### config.mk
export PLATFORM = sky130hd
export DESIGN_NAME = bike_syndrome_weight_flat
export DESIGN_NICKNAME = d
export VERILOG_FILES = /design/src/rtl/bike_syndrome_weight_if.sv /design/src/rtl/bike_syndrome_weight.sv /design/src/flat_wrapper.sv
export SDC_FILE = /design/constraint.sdc
export NUM_CORES = 1
export LEC_CHECK = 0
export BUFFER_PORTS_ARGS = -buffer_cell sky130_fd_sc_hd__buf_2
export CAP_MARGIN = 0
export CELL_PAD_IN_SITES_DETAIL_PLACEMENT = 0
export CELL_PAD_IN_SITES_GLOBAL_PLACEMENT = 1
export CORE_MARGIN = 3
export CORE_UTILIZATION = 49
export CTS_BUF_LIST = sky130_fd_sc_hd__clkbuf_4 sky130_fd_sc_hd__clkbuf_8
export CTS_CLUSTER_SIZE = 20
export DETAILED_ROUTE_END_ITERATION = 16
export GPL_TIMING_DRIVEN = 1
export MAX_ROUTING_LAYER = met4
export PLACE_DENSITY = 0.95
export SLEW_MARGIN = 20
export SYNTH_ARGS = -nofsm -noshare
export SYNTH_HDL_FRONTEND = slang
export SYNTH_SLANG_ARGS = --single-unit
### constraint.sdc
create_clock -name clk -period 19.6 [get_ports clk]
set_input_delay 4.9 -clock clk [delete_from_list [all_inputs] [get_ports clk]]
set_output_delay 4.9 -clock clk [all_outputs]
set_load 0.02 [all_outputs]
### src/rtl/bike_syndrome_weight_if.sv
// Bundles the start/status handshake, the syndrome RAM read port and the
// weight result of bike_syndrome_weight.
//   slave  : the weight engine (takes start and ram_dout, drives the rest)
//   master : the requester / RAM side (drives start and ram_dout)
// Signals:
//   start    : start request
//   busy     : run in progress
//   done     : one-cycle completion pulse
//   ram_ren  : syndrome RAM read enable
//   ram_addr : syndrome RAM read address
//   ram_dout : RAM read data, one cycle after ram_ren
//   weight   : syndrome Hamming weight
//   is_zero  : weight == 0
interface bike_syndrome_weight_if #(
  parameter int WORD_WIDTH   = 32,
  parameter int ADDR_WIDTH   = 9,
  parameter int WEIGHT_WIDTH = 16
);
  logic                    start;
  logic                    busy;
  logic                    done;
  logic                    ram_ren;
  logic [ADDR_WIDTH-1:0]   ram_addr;
  logic [WORD_WIDTH-1:0]   ram_dout;
  logic [WEIGHT_WIDTH-1:0] weight;
  logic                    is_zero;

  modport master (
    output start, ram_dout,
    input  busy, done, ram_ren, ram_addr, weight, is_zero
  );

  modport slave (
    input  start, ram_dout,
    output busy, done, ram_ren, ram_addr, weight, is_zero
  );
endinterface

### src/rtl/bike_syndrome_weight.sv
// Hamming weight of the BIKE syndrome held in block RAM. Each RAM word is
// read once, popcounted (upper bits of the final word masked) and summed in
// a 48-bit registered accumulator. The result and a zero flag are reported
// with a one-cycle done pulse; a zero weight means decoding succeeded.
// Ports:
//   clk   : system clock, rising edge
//   reset : synchronous, active-high reset
//   bus   : start/busy/done handshake, RAM read port, weight/is_zero result
module bike_syndrome_weight #(
  parameter int WORD_WIDTH     = 32,
  parameter int NUM_WORDS      = 386,
  parameter int LAST_WORD_BITS = 3,
  parameter int ADDR_WIDTH     = 9,
  parameter int WEIGHT_WIDTH   = 16
) (
  input  logic                   clk,
  input  logic                   reset,
  bike_syndrome_weight_if.slave  bus
);

  localparam int PC_W  = $clog2(WORD_WIDTH + 1);
  localparam int ACC_W = 48;
  localparam logic [ADDR_WIDTH-1:0] LAST_ADDR = ADDR_WIDTH'(NUM_WORDS - 1);

  function automatic logic [WORD_WIDTH-1:0] last_mask();
    logic [WORD_WIDTH-1:0] m;
    m = '0;
    for (int unsigned i = 0; i < WORD_WIDTH; i++)
      m[i] = (int'(i) < LAST_WORD_BITS);
    return m;
  endfunction

  localparam logic [WORD_WIDTH-1:0] LAST_MASK = last_mask();

  typedef enum logic [1:0] {
    S_IDLE,
    S_READ,
    S_FLUSH,
    S_DONE
  } state_t;

  state_t                  state;
  logic [ADDR_WIDTH-1:0]   word_cnt;
  logic                    flush_cnt;
  logic                    rd_valid;   // ram_dout carries a requested word
  logic                    rd_last;    // ...and it is word NUM_WORDS-1
  logic [PC_W-1:0]         pc;
  logic                    pc_valid;
  logic [ACC_W-1:0]        acc;
  logic [ACC_W-1:0]        acc_next;
  logic [WORD_WIDTH-1:0]   masked;
  logic [PC_W-1:0]         pc_comb;

  assign bus.ram_ren  = (state == S_READ);
  assign bus.ram_addr = (state == S_READ) ? word_cnt : '0;

  always_comb begin
    masked  = rd_last ? (bus.ram_dout & LAST_MASK) : bus.ram_dout;
    pc_comb = '0;
    for (int unsigned i = 0; i < WORD_WIDTH; i++)
      pc_comb = pc_comb + PC_W'(masked[i]);
    acc_next = pc_valid ? (acc + ACC_W'(pc)) : acc;
  end

  always_ff @(posedge clk) begin
    if (reset) begin
      state       <= S_IDLE;
      word_cnt    <= '0;
      flush_cnt   <= 1'b0;
      rd_valid    <= 1'b0;
      rd_last     <= 1'b0;
      pc          <= '0;
      pc_valid    <= 1'b0;
      acc         <= '0;
      bus.busy    <= 1'b0;
      bus.done    <= 1'b0;
      bus.weight  <= '0;
      bus.is_zero <= 1'b0;
    end else begin
      rd_valid <= bus.ram_ren;
      rd_last  <= bus.ram_ren && (word_cnt == LAST_ADDR);
      pc       <= rd_valid ? pc_comb : '0;
      pc_valid <= rd_valid;
      acc      <= acc_next;
      bus.done <= 1'b0;

      unique case (state)
        S_IDLE: begin
          if (bus.start) begin
            state       <= S_READ;
            word_cnt    <= '0;
            acc         <= '0;
            bus.busy    <= 1'b1;
            bus.weight  <= '0;
            bus.is_zero <= 1'b0;
          end
        end
        S_READ: begin
          if (word_cnt == LAST_ADDR) begin
            state     <= S_FLUSH;
            word_cnt  <= '0;
            flush_cnt <= 1'b0;
          end else begin
            word_cnt <= word_cnt + 1'b1;
          end
        end
        S_FLUSH: begin
          if (flush_cnt) begin
            // The final popcount is being added on this same edge, so the
            // result is taken from the adder output rather than from acc.
            state       <= S_DONE;
            bus.done    <= 1'b1;
            bus.weight  <= acc_next[WEIGHT_WIDTH-1:0];
            bus.is_zero <= (acc_next == '0);
          end else begin
            flush_cnt <= 1'b1;
          end
        end
        S_DONE: begin
          state    <= S_IDLE;
          bus.busy <= 1'b0;
        end
        default: state <= S_IDLE;
      endcase
    end
  end

endmodule

### src/flat_wrapper.sv
// flat-port wrapper written by rule: the top's interface ports become plain ports
module bike_syndrome_weight_flat 
#(
  parameter int WORD_WIDTH     = 32,
  parameter int NUM_WORDS      = 386,
  parameter int LAST_WORD_BITS = 3,
  parameter int ADDR_WIDTH     = 9,
  parameter int WEIGHT_WIDTH   = 16
)
  (clk, reset, bus_start, bus_ram_dout, bus_busy, bus_done, bus_ram_ren, bus_ram_addr, bus_weight, bus_is_zero);
  bike_syndrome_weight_if #(.WORD_WIDTH(WORD_WIDTH), .ADDR_WIDTH(ADDR_WIDTH), .WEIGHT_WIDTH(WEIGHT_WIDTH)) bus_i ();
  input  logic clk;
  input  logic reset;
  input wire logic [$bits(bus_i.start)-1:0] bus_start;
  input wire logic [$bits(bus_i.ram_dout)-1:0] bus_ram_dout;
  output wire logic [$bits(bus_i.busy)-1:0] bus_busy;
  output wire logic [$bits(bus_i.done)-1:0] bus_done;
  output wire logic [$bits(bus_i.ram_ren)-1:0] bus_ram_ren;
  output wire logic [$bits(bus_i.ram_addr)-1:0] bus_ram_addr;
  output wire logic [$bits(bus_i.weight)-1:0] bus_weight;
  output wire logic [$bits(bus_i.is_zero)-1:0] bus_is_zero;
  assign bus_i.start = bus_start;
  assign bus_i.ram_dout = bus_ram_dout;
  assign bus_busy = bus_i.busy;
  assign bus_done = bus_i.done;
  assign bus_ram_ren = bus_i.ram_ren;
  assign bus_ram_addr = bus_i.ram_addr;
  assign bus_weight = bus_i.weight;
  assign bus_is_zero = bus_i.is_zero;
  bike_syndrome_weight #(.WORD_WIDTH(WORD_WIDTH), .NUM_WORDS(NUM_WORDS), .LAST_WORD_BITS(LAST_WORD_BITS), .ADDR_WIDTH(ADDR_WIDTH), .WEIGHT_WIDTH(WEIGHT_WIDTH)) u_core (.clk(clk), .reset(reset), .bus(bus_i));
endmodule
Yosys cells after proc, flatten, opt, wreduce, memory -nomap -nowiden

Index checks and enable logic that the tools add are counted.

Bits in registers: 88
Input bits: 35

Add/subtract/negate cells: 33
Eq/ne operators: 7
Mux-type cells: 23
Bitwise gates (word level): 2
Reductions and logical operators: 14

Operator list:

| kind                  | number |
|---|---|
| $add A6 B1 Y6         | 30 |
| $mux W48              | 3 |
| $add A48 B6 Y48       | 1 |
| $logic_not A48 Y1     | 1 |
| $mux W16              | 2 |
| $mux W32              | 1 |
| $pmux W16 S2          | 1 |
| $mux W9               | 3 |
| $pmux W9 S2           | 1 |
| $add A9 B1 Y9 const B | 1 |
| $eq A9 B9 Y1 const B  | 1 |
| $pmux W2 S4           | 1 |
| $reduce_bool A2 Y1    | 4 |
| $mux W2               | 3 |
| $pmux W1 S2           | 3 |
| $reduce_and A2 Y1     | 3 |
| $reduce_and A3 Y1     | 2 |
| $mux W1               | 5 |
| $eq A2 B2 Y1 const B  | 2 |
| $ne A2 B2 Y1 const B  | 2 |
| $reduce_or A2 Y1      | 2 |
| $add A1 B1 Y2         | 1 |
| $eq A2 B1 Y1 const B  | 1 |
| $logic_not A2 Y1      | 1 |
| other kinds (3)       | 4 |

Depth between registers and ports, before layout

Gate-level depths: netlist of run 1.

Depth in word-level cells: 32
Gate-level depth with buffers: 19
Gate-level depth less buffers: 18

Worst setup path after synthesis of run 1

Ideal clock, no wire load.

Path kind: input -> register
From: in bus_ram_dout[0]
To: reg u_core.pc[4]
Setup time: 0.116 ns
Arrival time: 9.677 ns
Required time: 19.484 ns
Slack: 9.807 ns
Stages: 15
Path buffers: 0
Cells stage by stage: ha_1 > inv_1 > fa_1 > fa_1 > fa_1 > fa_1 > fa_1 > inv_1 > fa_1 > fa_1 > fa_1 > a21o_1 > a21oi_1 > xor2_1 > nor2_1

Longest elaborated chain between the ends: 32

Ends and longest elaborated chain:

| what                         | RTL line                   | source |
|---|---|---|
| from (decl)                  | flat_wrapper.sv:15         | `input wire logic [$bits(bus_i.ram_dout)-1:0] bus_ram_dout;` |
| $mux W32                     | bike_syndrome_weight.sv:58 | `masked = rd_last ? (bus.ram_dout & LAST_MASK) : bus.ram_dout;` |
| $add A1 B1 Y2                | bike_syndrome_weight.sv:61 | `pc_comb = pc_comb + PC_W'(masked[i]);` |
| $add A6 B1 Y6 (30 in series) | bike_syndrome_weight.sv:61 |  |
| to (signal assigned)         | bike_syndrome_weight.sv:82 | `pc <= rd_valid ? pc_comb : '0;` |
| to (decl)                    | bike_syndrome_weight.sv:47 | `logic [PC_W-1:0] pc;` |

Every way passes these cells.
A chain may end at the register's enable or synchronous reset.

Worst setup path in the final report of run 1

Same ends and word-level chain as after synthesis.

==> impl_summary.txt, run 1 <==
----------------------------------------------------
[Outcome]
  Run status ... finished clean

[Die]
  Top-level I/O count ... 64
  Die height ... 110 um
  Initial Util ... 51.0%
  Core Rows ... 37
  Die boundary width ... 110 um
  Core area ... 10500 um2
  Area of the die ... 12200 um2

[STA]
  Worst-case clock skew ... 0.0125 ns
  Final hold vios ... 0
  Highest attainable clock frequency ... 103 MHz
  Slew @ Worst Pin ... 0.685 ns
  RSZ-0062 raised after global routing ... false
  Rel. slew slack ... 54.3%
  Final setup fails ... 0
  Setup tns final ... 0 ns
  Post-layout min period ... 9.73 ns
  Final Slew Violations ... 0
  Period Utilization, post-route ... 49.6%

[Placed design]
  Placed Instances ... 803
  Final HPWL DP ... 8740 um
  GPL Wtd Cong ... 0.875
  Number of buffer cells added on primary ports ... 63

[Clocking]
  CTS tree ... built
  Post-cts sizing count ... 0
  Root buffer cell ... clkbuf_8
  Register clock-pin slew on the reported worst setup and hold paths ... 0.08 ns
  H-tree levels ... 3
  Hold-fix buffer count after cts ... 0
  Clock insertion delay at the later pin of the skew report ... 0.37 ns
  Cts bufs inserted ... 9
  Largest buffer count on any clock path ... 2
  Sinks on Clock Net ... 88
  Setup bufs post-CTS ... 0

[Detailed routing]
  Number of design-rule violations left by the first detailed-router iteration ... 284
  Routed via count ... 4397
  Final ANT Viol Nets ... 0
  Routed vias/inst ... 5.38
  Pre-Repair DR Iteration Count ... 4
  Wire length reported by the detailed router ... 11500 um
  Wire length per cell after detailed routing ... 14.1 um
  Final routed DRC violation total ... 0

[Global routing]
  Met3 Resource Use GR ... 3.67%
  Overflow left after global routing ... 0
  Pin count of the biggest net entering global routing ... 49
  Top Usage Layer GRT ... met2
  Number of antenna violations at the first check in global routing ... 0
  Fraction of met2 tracks used by global routing ... 36.0%
  Number of global-route vias before repair ... 4307
  Total Routing Usage GR ... 20.4%
  Met1 usage in global routing ... 24.4%
  Global-route wire length before repair ... 19400 um

[Power and ir drop]
  Pleak ... 2.43 nW
  PwrDens ... 97.8 nW/um2
  Peak supply drop ... 66.8 uV

[Layout]
  Core Util, Final ... 56.6%
  Post-layout net count ... 758
  Count of antenna diodes in the layout ... 0
  Number of standard cells in the final layout excluding fillers ... 818
  Area added between synthesis and finish ... 11.1%
  Ratio of cells with drive above 1 in the final layout ... 13.9%

[Yosys]
  Synthesized netlist net count ... 705
  Share of synthesized area occupied by flip-flops and latches ... 33.0%
  Flip-flop and latch count after synthesis ... 88
  Async SR Flop Fraction ... 0%
  Post-Syn Area ... 5330 um2
  Prevailing post-synth register cell ... dfxtp_1
  Post-synthesis area per instance ... 8.53 um2
  Synth Warn # ... 0
  Number of enable flip-flop cells after synthesis ... 0
  Number of instances in the synthesized netlist ... 625
  Number of different library cells in the post-synthesis netlist ... 61

[Setup path]
  Crit Path Max Fanout ... 2
  Worst reg2reg path startpoint ... u_core.rd_last
  Critical path start-end classification ... input port to register
  Arrival time of data at the critical path endpoint ... 9.98 ns
  Crit path launch ... bus_ram_dout[0]
  Startpoint type of the worst setup path ... input port
  Type of element capturing the critical path ... register
  Required @ worst endpoint ... 19.86 ns

[Hold path]
  Worst min-delay path category ... register to register
  Startpoint of the most critical hold path ... u_core.bus.weight[12]

[Run]
  Max_cap viols ... 0

----------------------------------------------------
==> Yosys cell counts (3+ instances only) <==
master     instances  area (um2)
nor2_1           111         417
dfxtp_1           88        1760
inv_1             40         150
a21oi_1           33         165
nand2_1           32         120
nand2b_1          26         163
xor2_1            26         228
fa_1              25         500
xnor2_1           24         210
nand3_1           21         105
ha_1              20         250
clkbuf_1          17        63.8
nand4_1           16         100
nor2b_1           16         100
nor3_1            13        65.1
and2_1            12        75.1
and3_1             8        50.1
nor4_1             8        50.1
o21ai_0            8        40.0
mux2i_1            6        60.1
a21o_1             5        37.5
o2111ai_1          5        43.8
o211ai_1           5        37.5
or4_1              5        37.5
buf_2              4        20.0
o21a_1             3        22.5
o21ai_1            3        15.0
or3_1              3        18.8
==> routing by layer <==
layer	routed length [um]	up-vias
met5	0	-
met4	113	0
met3	442	11
met2	5880	83
met1	5070	2097
li1	-	2206
==> where the power goes <==
| group | switching (W) | internal (W) |
|---|---|---|
| clock network | 0.0000650 | 0.0000599 |
| logic | 0.000150 | 0.000109 |
| registers | 0.00000769 | 0.000188 |
==> final cells by class <==
class | count | area (um2)
clock buffers | 10 | 131
repair buffers | 65 | 330
well taps | 136 | 170
fillers | 993 | 4540
inverters | 40 | 150
multi-input cells | 474 | 3330
flip-flops and latches | 88 | 1760
clock inverters | 5 | 57.6
==> final timing paths <==
path / to / slack (ns) / depth (start not counted)
max: u_core.pc[4] / 9.87 / 16
min: u_core.bus.weight[12] / 0.49 / 2
max reg2reg: u_core.pc[4] / 13.84 / 15
min reg2reg: u_core.bus.weight[12] / 0.49 / 2
==> sequential cells by signal, indices dropped and copies added, names as in the netlist <==
signal              count
u_core.acc             48
u_core.bus.busy         1
u_core.bus.done         1
u_core.bus.is_zero      1
u_core.bus.weight      16
u_core.flush_cnt        1
u_core.pc               6
u_core.pc_valid         1
u_core.rd_last          1
u_core.rd_valid         1
u_core.state            2
u_core.word_cnt         9
==> metrics by stage <==
step / setup WS (ns) / total power [W] / instance area [um2] / hold WS (ns)
detailed placement: 9.47 / 0.000461 / 5740 / 0.475
global route: 9.72 / 0.000632 / 5930 / 0.517
global placement: 9.62 / 0.000439 / 5740 / 0.466
finish: 9.87 / 0.000580 / 5930 / 0.487
floorplan: 9.81 / 0.000399 / 5330 / 0.436
CTS: 9.86 / 0.000586 / 5930 / 0.494
==> worst max-delay path, cell delays in order <==
cell and delay, ns:
buf_2 0.10, ha_1 0.27, inv_1 0.08, fa_1 0.45, fa_1 0.52, fa_1 0.52, fa_1 0.53, fa_1 0.55
inv_1 0.05, fa_1 0.50, fa_1 0.47, fa_1 0.43, a21o_1 0.21, a21oi_1 0.18, xor2_1 0.16, nor2_1 0.05
==> logic make-up (layout without fill, tap and decap cells) <==
logic type,Yosys count,in the layout,synth area share (%)
simple gates,292,292,28.8
flops,88,88,33.0
compound gates,80,80,9.97
buf+inv,63,120,4.60
xor+xnor,50,50,8.21
fa+ha+maj,45,45,14.1
mux,7,7,1.34
==> placed cells by master (no fill, tap or decap), drive strengths merged, types with 3 or more instances in the layout <==
cell type  count
nor2         111
dfxtp         88
buf           65
inv           41
a21oi         33
nand2         32
nand2b        26
xor2          26
fa            25
xnor2         24
nand3         23
ha            20
nand4         17
nor2b         16
nor3          15
and2          12
o21ai         11
clkbuf        10
nor4          10
and3           8
mux2i          6
or4            6
o2111ai        6
o211ai         5
a21o           5
o21a           3
or3            3
or2            3
a211oi         3
clkinv         3
(Power assumes the default switching activity.)
==> inputs of run 2 (changes only) <==
- CORE_UTILIZATION: 49 -> 46
- PLACE_DENSITY: 0.95 -> 0.93
- clock period: 19.6 -> 9.4 ns (I/O delays scaled with it)
==> run 2 against run 1 <==
Sequential power increased by 110%. Non-clock buffer count unchanged. Die area increased by 6.2%. Utilization decreased by 3.0 points.
==> impl_summary.txt, run 2 (same netlist as run 1, synthesis figures left out) <==
----------------------------------------------------
[STA]
  Worst-case clock skew ... 0.0117 ns (-0.000786 ns)
  RSZ-0062 raised after global routing ... false
  Highest attainable clock frequency ... 141 MHz
  Rel. slew slack ... 54.6% (+0.31 points)
  Slew @ Worst Pin ... 0.680 ns (-0.00464 ns)
  Final Slew Violations ... 0 (unchanged)
  Final setup fails ... 0 (unchanged)
  Final hold vios ... 0 (unchanged)
  Period Utilization, post-route ... 75.4%
  Post-layout min period ... 7.09 ns
  Setup tns final ... 0 ns (unchanged)

[Power and ir drop]
  Total power ... 0.00120 W (+110%)
  Sw frac ... 37.8% (-0.53 points)
  Peak supply drop ... 148 uV (+120%)
  Pleak ... 2.44 nW (+0.23%)
  Proportion of power drawn by flip-flops and latches ... 34.0% (+0.3 points)
  Clock group share of total power ... 22.4% (+0.8 points)
  Combinational share of power ... 43.6% (-1.1 points)
  Switch Pwr ... 0.000454 W (+100%)
  PwrDens ... 202 nW/um2 (+110%)
  Cell Int Power ... 0.000745 W (+110%)

[Placed design]
  GPL Wtd Cong ... 0.882 (+0.81%)
  Number of buffer cells added on primary ports ... 63 (unchanged)
  Final HPWL DP ... 8880 um (+1.5%)

[Detailed routing]
  Pre-Repair DR Iteration Count ... 4 (unchanged)
  Number of design-rule violations left by the first detailed-router iteration ... 212 (-25%)
  Routed via count ... 4392 (-0.11%)
  Wire length reported by the detailed router ... 11500 um (+0.23%)
  Wire length per cell after detailed routing ... 14.0 um (-0.37%)
  Final routed DRC violation total ... 0 (unchanged)
  Routed vias/inst ... 5.34 (-0.72%)
  Final ANT Viol Nets ... 0 (unchanged)

[Clocking]
  Register clock-pin slew on the reported worst setup and hold paths ... 0.09 ns (about the same)
  Clock insertion delay at the later pin of the skew report ... 0.37 ns (about the same)
  Setup bufs post-CTS ... 0 (unchanged)
  Hold-fix buffer count after cts ... 0 (unchanged)
  Sinks on Clock Net ... 88 (unchanged)
  Largest buffer count on any clock path ... 2 (unchanged)
  CTS tree ... built
  Post-cts sizing count ... 0 (unchanged)
  H-tree levels ... 3 (unchanged)
  Cts bufs inserted ... 9 (unchanged)
  Root buffer cell ... clkbuf_8

[Global routing]
  Met1 usage in global routing ... 22.6% (-1.8 points)
  Number of global-route vias before repair ... 4384 (+1.8%)
  Fraction of met2 tracks used by global routing ... 32.2% (-3.8 points)
  Global-route wire length before repair ... 19700 um (+1.4%)
  Number of antenna violations at the first check in global routing ... 0 (unchanged)
  Overflow left after global routing ... 0 (unchanged)
  Pin count of the biggest net entering global routing ... 49 (unchanged)
  Met3 Resource Use GR ... 3.98% (+0.31 points)
  Total Routing Usage GR ... 19.0% (-1.4 points)
  Top Usage Layer GRT ... met2

[Run]
  Max_cap viols ... 0 (unchanged)

[Setup path]
  Crit path launch ... bus_ram_dout[0]
  Required @ worst endpoint ... 9.67 ns (-10.19 ns)
  Worst reg2reg path startpoint ... u_core.rd_last
  Arrival time of data at the critical path endpoint ... 7.36 ns (-2.62 ns)
  Critical path start-end classification ... input port to register
  Type of element capturing the critical path ... register
  Startpoint type of the worst setup path ... input port
  Crit Path Max Fanout ... 2 (unchanged)

[Layout]
  Max FFs per register ... 48 (unchanged)
  Count of antenna diodes in the layout ... 0 (unchanged)
  Top reg by flops ... u_core.acc
  Highest-count cells in the layout ignoring fill and taps ... nor2_1, dfxtp_1, buf_2, inv_1, a21oi_1
  Registers with the highest flip-flop counts ... u_core.acc (48), u_core.bus.weight (16), u_core.word_cnt (9)
  Area added between synthesis and finish ... 11.5%
  Post-layout net count ... 758 (unchanged)
  Leading cell type in the layout, fill and taps excluded ... nor2_1
  Filler Cells Inserted ... 1035 (+4.2%)
  Ratio of cells with drive above 1 in the final layout ... 14.1% (+0.13 points)

[Die]
  Initial Util ... 48.1% (-2.8 points)
  Core Rows ... 38 (+2.7%)
  Core area ... 11100 um2 (+5.9%)
  Die boundary width ... 114 um (+3.0%)
  Top-level I/O count ... 64 (unchanged)
  Area of the die ... 12900 um2 (+6.2%)
  Die height ... 114 um (+3.0%)

[Hold path]
  Worst min-delay path category ... register to register
  Startpoint of the most critical hold path ... u_core.flush_cnt

[Outcome]
  Run status ... finished clean

----------------------------------------------------
==> run 2: power by group through the flow <==
stage               Sequential (W)  Clock, W  Combinational, W
global placement          0.000416         0          0.000500
CTS                       0.000408  0.000276          0.000534
finish                    0.000408  0.000269          0.000522
floorplan                 0.000412         0          0.000420
detailed placement        0.000417         0          0.000534
global route              0.000411  0.000291          0.000607
==> run 2: layout make-up <==
type	count	area [um2]	share of cell area, %
well taps	140	175	2.95
repair buffers	65	330	5.56
multi-input cells	474	3330	56.0
inverters	40	150	2.53
flip-flops and latches	88	1760	29.6
clock buffers	10	131	2.21
clock inverters	6	68.8	1.16
==> run 2: worst paths after layout <==
kind	end	slack [ns]	depth (start not counted)
max	u_core.pc[4]	2.31	16
min	u_core.bus.done	0.47	2
max reg2reg	u_core.pc[4]	3.73	15
min reg2reg	u_core.bus.done	0.47	2
==> run 2: critical path, stage by stage <==
cell and delay, ns:
buf_2 0.10, ha_1 0.28, inv_1 0.08, fa_1 0.44, fa_1 0.52, fa_1 0.51, fa_1 0.54, fa_1 0.54
inv_1 0.05, fa_1 0.50, fa_1 0.47, fa_1 0.41, a21o_1 0.20, a21oi_1 0.16, xor2_1 0.16, nor2_1 0.05
==> run 2: metal layers <==
metal  part of all wire (%)  wire length (um)
met1                     44              5050
met2                     50              5800
met5                      0                 0
met4                    1.9               216
met3                    4.2               479
==> run 2: per-stage QoR <==
stage	setup slack [ns]	util, %	instances	area [um2]	hold slack (ns)
after global routing	2.10	53.6	823	5940	0.503
after detailed placement	1.88	51.8	807	5740	0.464
after floorplan	2.16	-	625	5330	0.436
after CTS	2.29	53.6	823	5940	0.477
final	2.31	53.6	823	5940	0.474
after global placement	1.96	51.8	807	5740	0.462
==> inputs of run 3 (changes only) <==
- CORE_UTILIZATION: 46 -> 41
- PLACE_DENSITY: 0.93 -> 0.88
- clock period: 9.4 -> 5.8 ns (I/O delays scaled with it)
==> run 3 against run 2 <==
Combinational power up 76%. Wire length shrank 0.88%. Total power rose by 65%. Final area up 1.4%. Clock power grew 48%.
==> impl_summary.txt, run 3 (same netlist as run 1, synthesis figures left out) <==
----------------------------------------------------
[Outcome]
  Run status ... finished clean

[Setup path]
  Destination of the worst register-to-register timing path ... u_core.pc[4]
  Crit Path Max Fanout ... 2 (unchanged)
  Worst reg2reg path startpoint ... u_core.rd_last
  Reg-to-reg slack, setup ... 0.59 ns (-3.14 ns)
  Arrival time of data at the critical path endpoint ... 6.00 ns (-1.36 ns)
  Required @ worst endpoint ... 6.07 ns (-3.60 ns)
  Startpoint type of the worst setup path ... input port
  Crit path launch ... bus_ram_dout[1]
  Worst R2R Path Depth ... 14 (-1)
  Critical path start-end classification ... input port to register
  Type of element capturing the critical path ... register
  Timing endpoint of the critical path ... u_core.pc[4]

[Global routing]
  Global-route wire length before repair ... 20000 um (+1.5%)
  Number of antenna violations at the first check in global routing ... 0 (unchanged)
  Overflow left after global routing ... 0 (unchanged)
  Pin count of the biggest net entering global routing ... 49 (unchanged)
  Total Routing Usage GR ... 17.0% (-2.0 points)
  Number of global-route vias before repair ... 4354 (-0.68%)

[STA]
  Worst Slack Setup Final ... 0.0733 ns (-2.24 ns)
  Period Utilization, post-route ... 98.7%
  Final setup fails ... 0 (unchanged)
  RSZ-0062 raised after global routing ... true
  Final Slew Violations ... 0 (unchanged)
  Final hold vios ... 0 (unchanged)
  Rel. slew slack ... 57.6% (+3.0 points)
  Highest attainable clock frequency ... 175 MHz
  Final-layout worst hold slack ... 0.487 ns (+0.0131 ns)
  Worst-case clock skew ... 0.00802 ns (-0.00367 ns)
  Post-layout min period ... 5.73 ns
  Slew @ Worst Pin ... 0.634 ns (-0.0463 ns)

[Clocking]
  Root buffer cell ... clkbuf_8
  H-tree levels ... 3 (unchanged)
  Clock insertion delay at the later pin of the skew report ... 0.37 ns (about the same)
  CTS tree ... built
  Setup bufs post-CTS ... 0 (unchanged)
  Cts bufs inserted ... 9 (unchanged)
  Sinks on Clock Net ... 88 (unchanged)
  Largest buffer count on any clock path ... 2 (unchanged)
  Register clock-pin slew on the reported worst setup and hold paths ... 0.09 ns (about the same)

[Power and ir drop]
  Switch Pwr ... 0.000758 W (+67%)
  Sw frac ... 38.3% (+0.44 points)
  Cell Int Power ... 0.00122 W (+64%)
  Pleak ... 2.44 nW (+0.14%)
  PwrDens ... 329 nW/um2 (+63%)
  Proportion of power drawn by flip-flops and latches ... 33.4% (-0.6 points)
  Clock group share of total power ... 20.1% (-2.3 points)
  Combinational share of power ... 46.5% (+2.9 points)
  Peak supply drop ... 277 uV (+87%)

[Die]
  Area of the die ... 14400 um2 (+12%)
  Initial Util ... 42.1% (-6.1 points)
  Die boundary width ... 120 um (+5.6%)
  Die height ... 120 um (+5.6%)
  Core Rows ... 41 (+7.9%)
  Top-level I/O count ... 64 (unchanged)
  Core area ... 12700 um2 (+14%)

[Placed design]
  GPL Wtd Cong ... 0.868 (-1.6%)
  Post-placement worst setup slack ... -0.382 ns (-2.26 ns)
  Number of buffer cells added on primary ports ... 63 (unchanged)
  Final HPWL DP ... 8680 um (-2.3%)
  Placed Instances ... 842 (+4.3%)

[Detailed routing]
  Wire length reported by the detailed router ... 11400 um (-0.88%)
  Routed via count ... 4472 (+1.8%)
  Final ANT Viol Nets ... 0 (unchanged)
  Final routed DRC violation total ... 0 (unchanged)
  Wire length per cell after detailed routing ... 13.3 um (-4.9%)
  Number of design-rule violations left by the first detailed-router iteration ... 302 (+42%)
  Routed vias/inst ... 5.21 (-2.3%)
  Pre-Repair DR Iteration Count ... 5 (+1)

[Run]
  Max_cap viols ... 0 (unchanged)

[Layout]
  Leading cell type in the layout, fill and taps excluded ... nor2_1
  Number of standard cells in the final layout excluding fillers ... 858 (+4.3%)
  Registers with the highest flip-flop counts ... u_core.acc (48), u_core.bus.weight (16), u_core.word_cnt (9)
  Post-layout net count ... 761 (+0.40%)
  Count of antenna diodes in the layout ... 0 (unchanged)
  Top reg by flops ... u_core.acc
  Filler Cells Inserted ... 1266 (+22%)
  Ratio of cells with drive above 1 in the final layout ... 15.3% (+1.3 points)
  Highest-count cells in the layout ignoring fill and taps ... nor2_1, dfxtp_1, buf_2, inv_1
  Core Util, Final ... 47.6% (-6.1 points)
  Area added between synthesis and finish ... 13.0%
  Max FFs per register ... 48 (unchanged)
  Area taken by flip-flops and latches ... 1760 um2 (unchanged)
  Area used by multi-input combinational logic ... 3350 um2 (+0.87%)

[Hold path]
  Worst min-delay path category ... register to register

----------------------------------------------------
run 3: repair_timing:
action	4_1_cts	5_1_grt
gates resized for setup	0	3
endpoints found under the setup margin	0	1
hold buffers	0	0
run 3: cell type report:
| cell class | count | share of cell area [%] |
|---|---|---|
| clock inverter | 7 | 0.914 |
| sequential | 88 | 29.2 |
| tap | 172 | 3.57 |
| multi-input combinational | 474 | 55.7 |
| inverter | 40 | 2.49 |
| clock buffer | 9 | 2.06 |
| timing repair buffer | 68 | 6.06 |
run 3: per-stage QoR:
step           total power (W)  area, um2  TNS, ns
6_report               0.00198       6030        0
5_1_grt                0.00217       6030  -0.0389
4_1_cts                0.00202       6010        0
3_5_place_dp           0.00161       5830   -0.837
3_3_place_gp           0.00156       5830   -0.438
2_1_floorplan          0.00136       5360  -0.0748
run 3: power by group through the flow:
stage | clock, W | combinational, W | sequential (W)
floorplan | 0 | 0.000693 | 0.000668
global placement | 0 | 0.000884 | 0.000673
detailed placement | 0 | 0.000940 | 0.000674
CTS | 0.000409 | 0.000946 | 0.000661
global route | 0.000438 | 0.00107 | 0.000666
finish | 0.000398 | 0.000921 | 0.000660
run 3: critical path: stages:
cell and delay [ns]:
buf_6 0.10, ha_4 0.25, inv_2 0.03, fa_1 0.49
fa_1 0.43, fa_1 0.52, fa_1 0.43, fa_1 0.49
inv_1 0.05, fa_1 0.45, fa_2 0.37, fa_2 0.40
a21o_1 0.18, a21oi_2 0.13, xor2_1 0.16, nor2_1 0.06
run 3: worst min path at each step:
stage                              start              endpoint  depth (start not counted)
floorplan               u_core.flush_cnt       u_core.bus.done                          2
global placement        u_core.flush_cnt       u_core.bus.done                          2
detailed placement      u_core.flush_cnt       u_core.bus.done                          2
CTS                     u_core.flush_cnt       u_core.bus.done                          2
global route        u_core.bus.weight[9]  u_core.bus.weight[9]                          2
finish                  u_core.flush_cnt       u_core.bus.done                          2
run 3: per-layer routing:
| metal | up-vias | share of wire [%] | routed length, um | global-route usage (%) |
|---|---|---|---|---|
| met5 | - | 0 | 0 | - |
| met4 | 0 | 1.8 | 204 | 5.65 |
| met3 | 21 | 4.2 | 479 | 3.82 |
| met2 | 95 | 48 | 5450 | 26.7 |
| met1 | 2129 | 46 | 5310 | 21.8 |
| li1 | 2227 | - | - | - |
